<file path="config.mk">
export PLATFORM = sky130hd
export DESIGN_NAME = input_debounce_event
export DESIGN_NICKNAME = d
export VERILOG_FILES = /design/src/rtl/input_evt_pkg.sv /design/src/rtl/input_debounce_event_debounce_bit.sv /design/src/rtl/input_debounce_event.sv
export SDC_FILE = /design/constraint.sdc
export NUM_CORES = 1
export LEC_CHECK = 0
export ABC_AREA = 1
export CORE_MARGIN = 3
export CORE_UTILIZATION = 61
export CTS_CLUSTER_SIZE = 12
export DETAILED_ROUTE_END_ITERATION = 6
export PLACE_DENSITY = 0.81
export SYNTH_ARGS = -nofsm -noshare
export SYNTH_HDL_FRONTEND = slang
export SYNTH_SLANG_ARGS = --single-unit
export TNS_END_PERCENT = 10
</file>
<file path="constraint.sdc">
create_clock -name clk -period 1.95 [get_ports clk]
set_input_delay 0.2925 -clock clk [delete_from_list [all_inputs] [get_ports clk]]
set_output_delay 0.2925 -clock clk [all_outputs]
set_load 0.01 [all_outputs]
</file>
<file path="src/rtl/input_evt_pkg.sv">
// Shared types and helpers for the input debounce / event presenter slice.
// FALL_EVENT_EN adds a fall qualifier to the event record.
package input_evt_pkg;

  localparam int unsigned NUM_INPUTS       = 11;
  localparam int unsigned DEBOUNCE_DEFAULT = 50000;
  localparam int unsigned EVT_IDX_W        = $clog2(NUM_INPUTS);
  localparam int unsigned MASK_MAX         = 32;

  typedef enum logic {
    IDLE,
    PRESENT
  } pres_state_e;

  typedef struct packed {
    logic [EVT_IDX_W-1:0] idx;
`ifdef FALL_EVENT_EN
    logic                 fall;
`endif
  } evt_t;

  // Index of the lowest set bit; 0 when the mask is empty.
  function automatic int unsigned lowest_set(input logic [MASK_MAX-1:0] mask);
    int unsigned res;
    logic        found;
    res   = 0;
    found = 1'b0;
    for (int unsigned i = 0; i < MASK_MAX; i++) begin
      if (mask[i] && !found) begin
        res   = i;
        found = 1'b1;
      end
    end
    return res;
  endfunction

endpackage

</file>
<file path="src/rtl/input_debounce_event_debounce_bit.sv">
// Single-bit debouncer: counts consecutive differing cycles, flips the stable
// level after DEBOUNCE_CYCLES and emits registered edge pulses. FALL_EVENT_EN adds fall_o.
module debounce_bit
  import input_evt_pkg::*;
#(
  parameter int unsigned DEBOUNCE_CYCLES = DEBOUNCE_DEFAULT
) (
  input  logic clk,
  input  logic reset,
  input  logic sync_i,
  output logic stable_o,
`ifdef FALL_EVENT_EN
  output logic fall_o,
`endif
  output logic rise_o
);

  localparam int unsigned CNT_W = $clog2(DEBOUNCE_CYCLES);

  logic [CNT_W-1:0] cnt_q, cnt_d;
  logic             stable_q, stable_d;
  logic             rise_q, rise_d;
`ifdef FALL_EVENT_EN
  logic             fall_q, fall_d;
`endif

  always_comb begin
    cnt_d    = '0;
    stable_d = stable_q;
    rise_d   = 1'b0;
`ifdef FALL_EVENT_EN
    fall_d   = 1'b0;
`endif
    if (sync_i != stable_q) begin
      if (cnt_q == CNT_W'(DEBOUNCE_CYCLES - 1)) begin
        stable_d = sync_i;
        rise_d   = sync_i;
`ifdef FALL_EVENT_EN
        fall_d   = ~sync_i;
`endif
      end else begin
        cnt_d = cnt_q + 1'b1;
      end
    end
  end

  always_ff @(posedge clk) begin
    if (reset) begin
      cnt_q    <= '0;
      stable_q <= 1'b0;
      rise_q   <= 1'b0;
`ifdef FALL_EVENT_EN
      fall_q   <= 1'b0;
`endif
    end else begin
      cnt_q    <= cnt_d;
      stable_q <= stable_d;
      rise_q   <= rise_d;
`ifdef FALL_EVENT_EN
      fall_q   <= fall_d;
`endif
    end
  end

  assign stable_o = stable_q;
  assign rise_o   = rise_q;
`ifdef FALL_EVENT_EN
  assign fall_o   = fall_q;
`endif

endmodule

</file>
<file path="src/rtl/input_debounce_event.sv">
// Per-bit debounce of the synchronized switch/key bus, pending-edge queue and
// valid/ready event presenter. FALL_EVENT_EN also queues and presents falls.
module input_debounce_event
  import input_evt_pkg::*;
#(
  parameter int unsigned WIDTH           = NUM_INPUTS,
  parameter int unsigned DEBOUNCE_CYCLES = DEBOUNCE_DEFAULT,
  parameter int unsigned IDX_W           = $clog2(WIDTH)
) (
  input  logic             clk,
  input  logic             reset,
  input  logic [WIDTH-1:0] sync_in,
  output logic [WIDTH-1:0] stable_out,
  output logic [WIDTH-1:0] rise_pulse,
`ifdef FALL_EVENT_EN
  output logic [WIDTH-1:0] fall_pulse,
  output logic             evt_fall,
`endif
  output logic             evt_valid,
  output logic [IDX_W-1:0] evt_idx,
  input  logic             evt_ready,
  output logic             evt_overflow
);

  for (genvar g = 0; g < WIDTH; g++) begin : g_bit
    debounce_bit #(
      .DEBOUNCE_CYCLES(DEBOUNCE_CYCLES)
    ) u_bit (
      .clk     (clk),
      .reset   (reset),
      .sync_i  (sync_in[g]),
      .stable_o(stable_out[g]),
`ifdef FALL_EVENT_EN
      .fall_o  (fall_pulse[g]),
`endif
      .rise_o  (rise_pulse[g])
    );
  end

  pres_state_e      state_q, state_d;
  evt_t             evt_q, evt_d;
  logic             ovf_q, ovf_d;
  logic [WIDTH-1:0] pend_rise_q, pend_rise_d;
  logic [WIDTH-1:0] merged_rise, src_rise, clr_rise;
  logic             any_src, load;
`ifdef FALL_EVENT_EN
  logic [WIDTH-1:0] pend_fall_q, pend_fall_d;
  logic [WIDTH-1:0] merged_fall, src_fall, clr_fall;
`endif

  assign merged_rise = pend_rise_q | rise_pulse;
`ifdef FALL_EVENT_EN
  assign merged_fall = pend_fall_q | fall_pulse;
`endif

  always_comb begin
    state_d  = state_q;
    evt_d    = evt_q;
    load     = 1'b0;
    clr_rise = '0;
    // IDLE only looks at registered pending bits; an accept also sees this cycle's pulses.
    src_rise = (state_q == IDLE) ? pend_rise_q : merged_rise;
    any_src  = |src_rise;
`ifdef FALL_EVENT_EN
    clr_fall = '0;
    src_fall = (state_q == IDLE) ? pend_fall_q : merged_fall;
    any_src  = any_src | (|src_fall);
`endif

    case (state_q)
      IDLE: begin
        if (any_src) begin
          load    = 1'b1;
          state_d = PRESENT;
        end
      end
      PRESENT: begin
        if (evt_ready) begin
          if (any_src) load = 1'b1;
          else         state_d = IDLE;
        end
      end
    endcase

    if (load) begin
      if (|src_rise) begin
        evt_d.idx = EVT_IDX_W'(lowest_set(MASK_MAX'(src_rise)));
        clr_rise  = WIDTH'(1) << evt_d.idx;
`ifdef FALL_EVENT_EN
        evt_d.fall = 1'b0;
      end else begin
        evt_d.idx  = EVT_IDX_W'(lowest_set(MASK_MAX'(src_fall)));
        evt_d.fall = 1'b1;
        clr_fall   = WIDTH'(1) << evt_d.idx;
`endif
      end
    end

    // A new pulse on an already-pending bit survives the clear of that bit.
    pend_rise_d = merged_rise & ~(clr_rise & ~(rise_pulse & pend_rise_q));
    ovf_d       = ovf_q | (|(rise_pulse & pend_rise_q));
`ifdef FALL_EVENT_EN
    pend_fall_d = merged_fall & ~(clr_fall & ~(fall_pulse & pend_fall_q));
    ovf_d       = ovf_d | (|(fall_pulse & pend_fall_q));
`endif
  end

  always_ff @(posedge clk) begin
    if (reset) begin
      state_q     <= IDLE;
      evt_q       <= '0;
      ovf_q       <= 1'b0;
      pend_rise_q <= '0;
`ifdef FALL_EVENT_EN
      pend_fall_q <= '0;
`endif
    end else begin
      state_q     <= state_d;
      evt_q       <= evt_d;
      ovf_q       <= ovf_d;
      pend_rise_q <= pend_rise_d;
`ifdef FALL_EVENT_EN
      pend_fall_q <= pend_fall_d;
`endif
    end
  end

  assign evt_valid    = (state_q == PRESENT);
  assign evt_idx      = IDX_W'(evt_q.idx);
  assign evt_overflow = ovf_q;
`ifdef FALL_EVENT_EN
  assign evt_fall     = evt_q.fall;
`endif

endmodule
</file>
# After elaboration in Yosys (flattened, before gate mapping)

Cells that the tools add are included.

Add/subtract/negate cells: 11
Equal/unequal tests: 22
Shift operators: 1
Mux-type cells: 50
Bitwise gates (word level): 30
Reduce and logical (&&, ||, !) cells: 56

Operators with widths:

| cell                                             | count |
|---|---|
| adder 16 x 1 -> 16 bit, second input constant    | 11 |
| == test 16 bit, second input constant            | 11 |
| OR reduction 3 bit                               | 22 |
| 2-to-1 mux 4 bit                                 | 10 |
| 2-to-1 mux 1 bit                                 | 34 |
| bitwise AND 11 bit                               | 3 |
| 2-to-1 mux 11 bit                                | 3 |
| AND reduction 2 bit                              | 12 |
| inverter 1 bit                                   | 23 |
| inverter 11 bit                                  | 2 |
| OR reduction 11 bit                              | 2 |
| != test 1 bit                                    | 11 |
| OR 11 bit                                        | 1 |
| left shift 1 x 4 -> 11 bit, first input constant | 1 |
| logical AND 1 bit                                | 10 |
| logical NOT 1 bit                                | 10 |
| case mux 1 bit (2 select lines)                  | 2 |
| 2-to-1 mux 2 bit                                 | 1 |
| OR 1 bit                                         | 1 |

Flip-flop bits (word level): 215
Input port bits: 14
Logic and storage cells: 207

# Longest topological paths before layout

Word-level depth: 63
Depth in mapped cells: 11
Depth with buffers taken out: 11

# By module

Synthesis repeated with hierarchy kept, for this count alone.

Cell total of the unflattened synthesis: 1,694
Area total of the unflattened synthesis: 12,060.3 sq um

Modules (own cells, without submodules):

| module                             | instances | cells each | area each (sq um) |
|---|---|---|---|
| debounce_bit at g_bit[0].u_bit ... | 10        | 140        | 1,007.2 |
| input_debounce_event               | 1         | 161        | 1,079.8 |
| debounce_bit at g_bit[9].u_bit     | 1         | 133        | 908.4 |

# Least setup slack after synthesis

Ideal clock, no wire load.

Path type: reg-to-reg
Start point: register g_bit[8].u_bit.cnt_q[0]
End point: register g_bit[8].u_bit.cnt_q[11]
Library setup time: 0.117 ns
Arrival time: 1.407 ns
Path slack: 0.426 ns
Stages on the path, launching flop included: 10
Path buffers: 1
Period minus slack after synthesis: 1.524 ns
Cells stage by stage: dfxtp_1 -> ha_1 -> nand2_1 -> nor2_1 -> inv_1 -> nor2_1 -> nand3_1 -> nand3_1 -> buf_2 -> nor2_1

Word-level cells in the longest chain between the ends: 2
Elaborated cells on any way between the ends: 3
Classes of those cells: add/sub: 1; eq/ne: 1; reduce/logical: 1

RTL lines:

| what                                                           | RTL line                                | source |
|---|---|---|
| start: declaration                                             | input_debounce_event_debounce_bit.sv:20 | `logic [CNT_W-1:0] cnt_q, cnt_d;` |
| start signal: assignment                                       | input_debounce_event_debounce_bit.sv:56 | `cnt_q <= cnt_d;` |
| branches (longest 2 deep; another with adder 16 x 1 -> 16 bit) | n/a                                     |  |

Parallel ways; which one is timed is not known.
A chain may end at the register's enable or synchronous reset.

# Final worst setup path

Start point: register g_bit[1].u_bit.rise_q
End point: output rise_pulse[1]

RTL lines:

| what                     | RTL line                                | source |
|---|---|---|
| start: declaration       | input_debounce_event_debounce_bit.sv:22 | `logic rise_q, rise_d;` |
| start signal: assignment | input_debounce_event_debounce_bit.sv:58 | `rise_q <= rise_d;` |
| end: declaration         | input_debounce_event.sv:14              | `output logic [WIDTH-1:0] rise_pulse,` |

No word-level cell between the ends.

==> reports/qor.csv <==
metric,value,unit
outcome,"complete, but fails checks",
failing checks,design-rule violations,
# hold bufs at CTS,0,
Clock Skew,0.0158,ns
nets,1431,
CTS buffer count,23,
gr ovfl total,0,
width of the die,134,µm
detailed-router iteration count before antenna repair,7,
pin count of the biggest net entering global routing,36,
crit path max-delay cell type,clkdlybuf4s50_1,
Max Cap Violations,0,
number of synthesized flops with an enable pin,0,
Post-CTS Setup Repair Bufs,0,
Cell variety after synth,41,
"most common cell after layout, fill and taps aside",nand2_1,
Final HPWL DP,13500,µm
core footprint,16000,µm²
# clock sinks,215,
Syn Std Cell Area,10000,µm²
reg2reg start,g_bit[9].u_bit.cnt_q[0],
Root Buffer,clkbuf_16,
Worst-path clk slew,0.06,ns
first-pass GRT wire length,33500,µm
most frequent cells in the layout,"250 x nand2_1, 215 x dfxtp_1, 199 x nor2_1",
hold path cells,2,
Layout area overhead,12.4,%
met2 usage,0.373,
routed len/inst,11.8,µm
period utilization,0.972,
die area,18000,µm²
hold_ws,0.0482,ns
via count,8459,
CP bufs+invs,1,
Worst setup SP type,flip-flop,
fin crit period,1.90,ns
sequential area share after synthesis,0.429,
I/O Buffers,41,
Routed Antenna Nets,0,
Final GP Congestion,0.862,
asr flop ratio synth,0,
Non-Filler Instances,1635,
most frequently used flop master after synthesis,dfxtp_1,
Global Route met3 Usage,0.0405,
share of layout cells above drive strength 1,0.0796,
DRC Markers,2,
Worst slew margin,0.624,
Hold Path Class,in2reg,
final core utilization,0.704,
post-placement cell area,10600,µm²
crit path launch,g_bit[1].u_bit.rise_o,
Syn. warnings,0,
post_cts resized,0,
R2R depth,9,
critical path class,reg2out,
TritonCTS clock tree,built,
required time of the critical path,1.66,ns
row count,46,
vias in the first global route,7980,
worst stage delay on the critical path,0.61,ns
Clock Path Buffers,3,
Slew Limit Fails,0,
Synth Instances,1364,
initial DRC count,416,
worst path arrival time,1.60,ns
HP Start,reset,
Boundary Pins,42,
fin area,11300,µm²
critical path cell sequence,clkdlybuf4s50_1,
Placed Instances,1597,
grt peak-use layer,met2,
actual slew at the worst max-slew pin,0.563,ns
clock latency on the worst-skew pair,0.50,ns
GR Util All Layers,0.214,
CTS H-tree depth,1,
Worst VDD drop,0.000695,V
WL final,19300,µm
syn avg cell area,7.35,µm²
f_max,528,MHz
CP Depth,1,
CP endpoint kind,output port,
register bit total from synthesis,215,
initial antenna violation count,0,
starting density of the core,0.627,
synthesized net count,1389,
Antenna Cells,0,
Power Density,767,nW/µm²
GR Util met1,0.269,
final setup vio count,0,
P_leak,4.06,nW
"Hold Vio Cnt, Final",0,
Die Span Y,134,µm
CP max FO,4,
Vias/cell,5.17,
Top delay family on crit path,buffers and inverters,
==> path summary, 6_finish.rpt <==
kind	endpoint	slack, ns
hold reg to reg	g_bit[8].u_bit.cnt_q[0]	0.44
setup reg to reg	g_bit[9].u_bit.cnt_q[14]	0.21
setup / recovery	rise_pulse[1]	0.05
hold / removal	g_bit[10].u_bit.stable_o	0.05
==> final cells by class <==
class,count,area (µm²)
clock buffer,33,633
clock inverter,5,53.8
fill,1327,4730
inverter,182,686
multi-input combinational,927,4780
sequential,215,4300
tap,216,270
timing repair buffer,57,541
==> power breakdown <==
part	leakage (nW)	total (W)	internal, W	switching [W]
Clock	0.338	0.00403	0.00237	0.00166
Combinational	1.98	0.000189	0.0000723	0.000117
Sequential	1.73	0.00443	0.00442	0.0000154
==> synth_stat cells (4+ instances only) <==
master    instances  area share
a21oi_1          87       0.043
nor2_1          199       0.074
buf_2             9      0.0045
nor4_1           18       0.011
buf_4            24       0.018
nor3_2            8      0.0080
nor3b_1          19       0.014
inv_2             8      0.0030
nand2_2           4      0.0025
nand3_2           9      0.0090
inv_1           173       0.065
or2_2            12      0.0075
dfxtp_1         215        0.43
nor3_1           60       0.030
xor2_1           41       0.036
nand3_1          86       0.043
nand2_1         250       0.094
o21ai_0          16      0.0080
nand3b_1          4      0.0030
xnor2_1          17       0.015
nor2_2           11      0.0069
or2_0            11      0.0069
a21oi_4           6      0.0097
ha_1             11       0.014
nand4_1          40       0.025
==> routing by layer <==
| layer | vias to the layer above | wire length (µm) |
|---|---|---|
| met3 | 45 | 875 |
| met4 | 0 | 466 |
| li1 | 4453 | - |
| met1 | 3818 | 8990 |
| met2 | 143 | 8970 |
| met5 | - | 0 |
==> state kept, by name (all words and copies together) (netlist names) <==
| name | flops |
|---|---|
| g_bit.u_bit.stable_o | 11 |
| evt_overflow | 1 |
| g_bit.u_bit.cnt_q | 176 |
| pend_rise_q | 11 |
| evt_idx | 4 |
| evt_valid | 1 |
| g_bit.u_bit.rise_o | 11 |
==> cell families (layout without fill, tap and decap cells) <==
group,count (synthesis),after routing,share of synthesized area
AND/OR/NAND/NOR,735,735,0.340
buffers and inverters,222,277,0.0949
flip-flops,215,215,0.429
AO/OA/AOI/OAI,123,123,0.0718
XOR/XNOR,58,58,0.0506
adder cells (fa/ha/maj),11,11,0.0137
==> worst register-to-register path: stages, from the launching register on <==
cell and delay [ns]:
dfxtp_1 0.34, ha_1 0.19, nand3_1 0.12, nor3_1 0.24
nand2_1 0.13, nor2_2 0.13, nand2_1 0.12, nor2_1 0.13
xor2_1 0.16, nor2_1 0.05
==> stage by stage <==
step	setup WS (ns)	setup TNS (ns)	power, W
after floorplan	0.426	0	0.00464
after global placement	0.230	0	0.00471
after detailed placement	0.170	0	0.00472
after CTS	0.00282	0	0.00874
after global routing	-0.0415	-0.0629	0.00892
final	0.0545	0	0.00865
No activity file was read; power rests on OpenSTA's default activity.
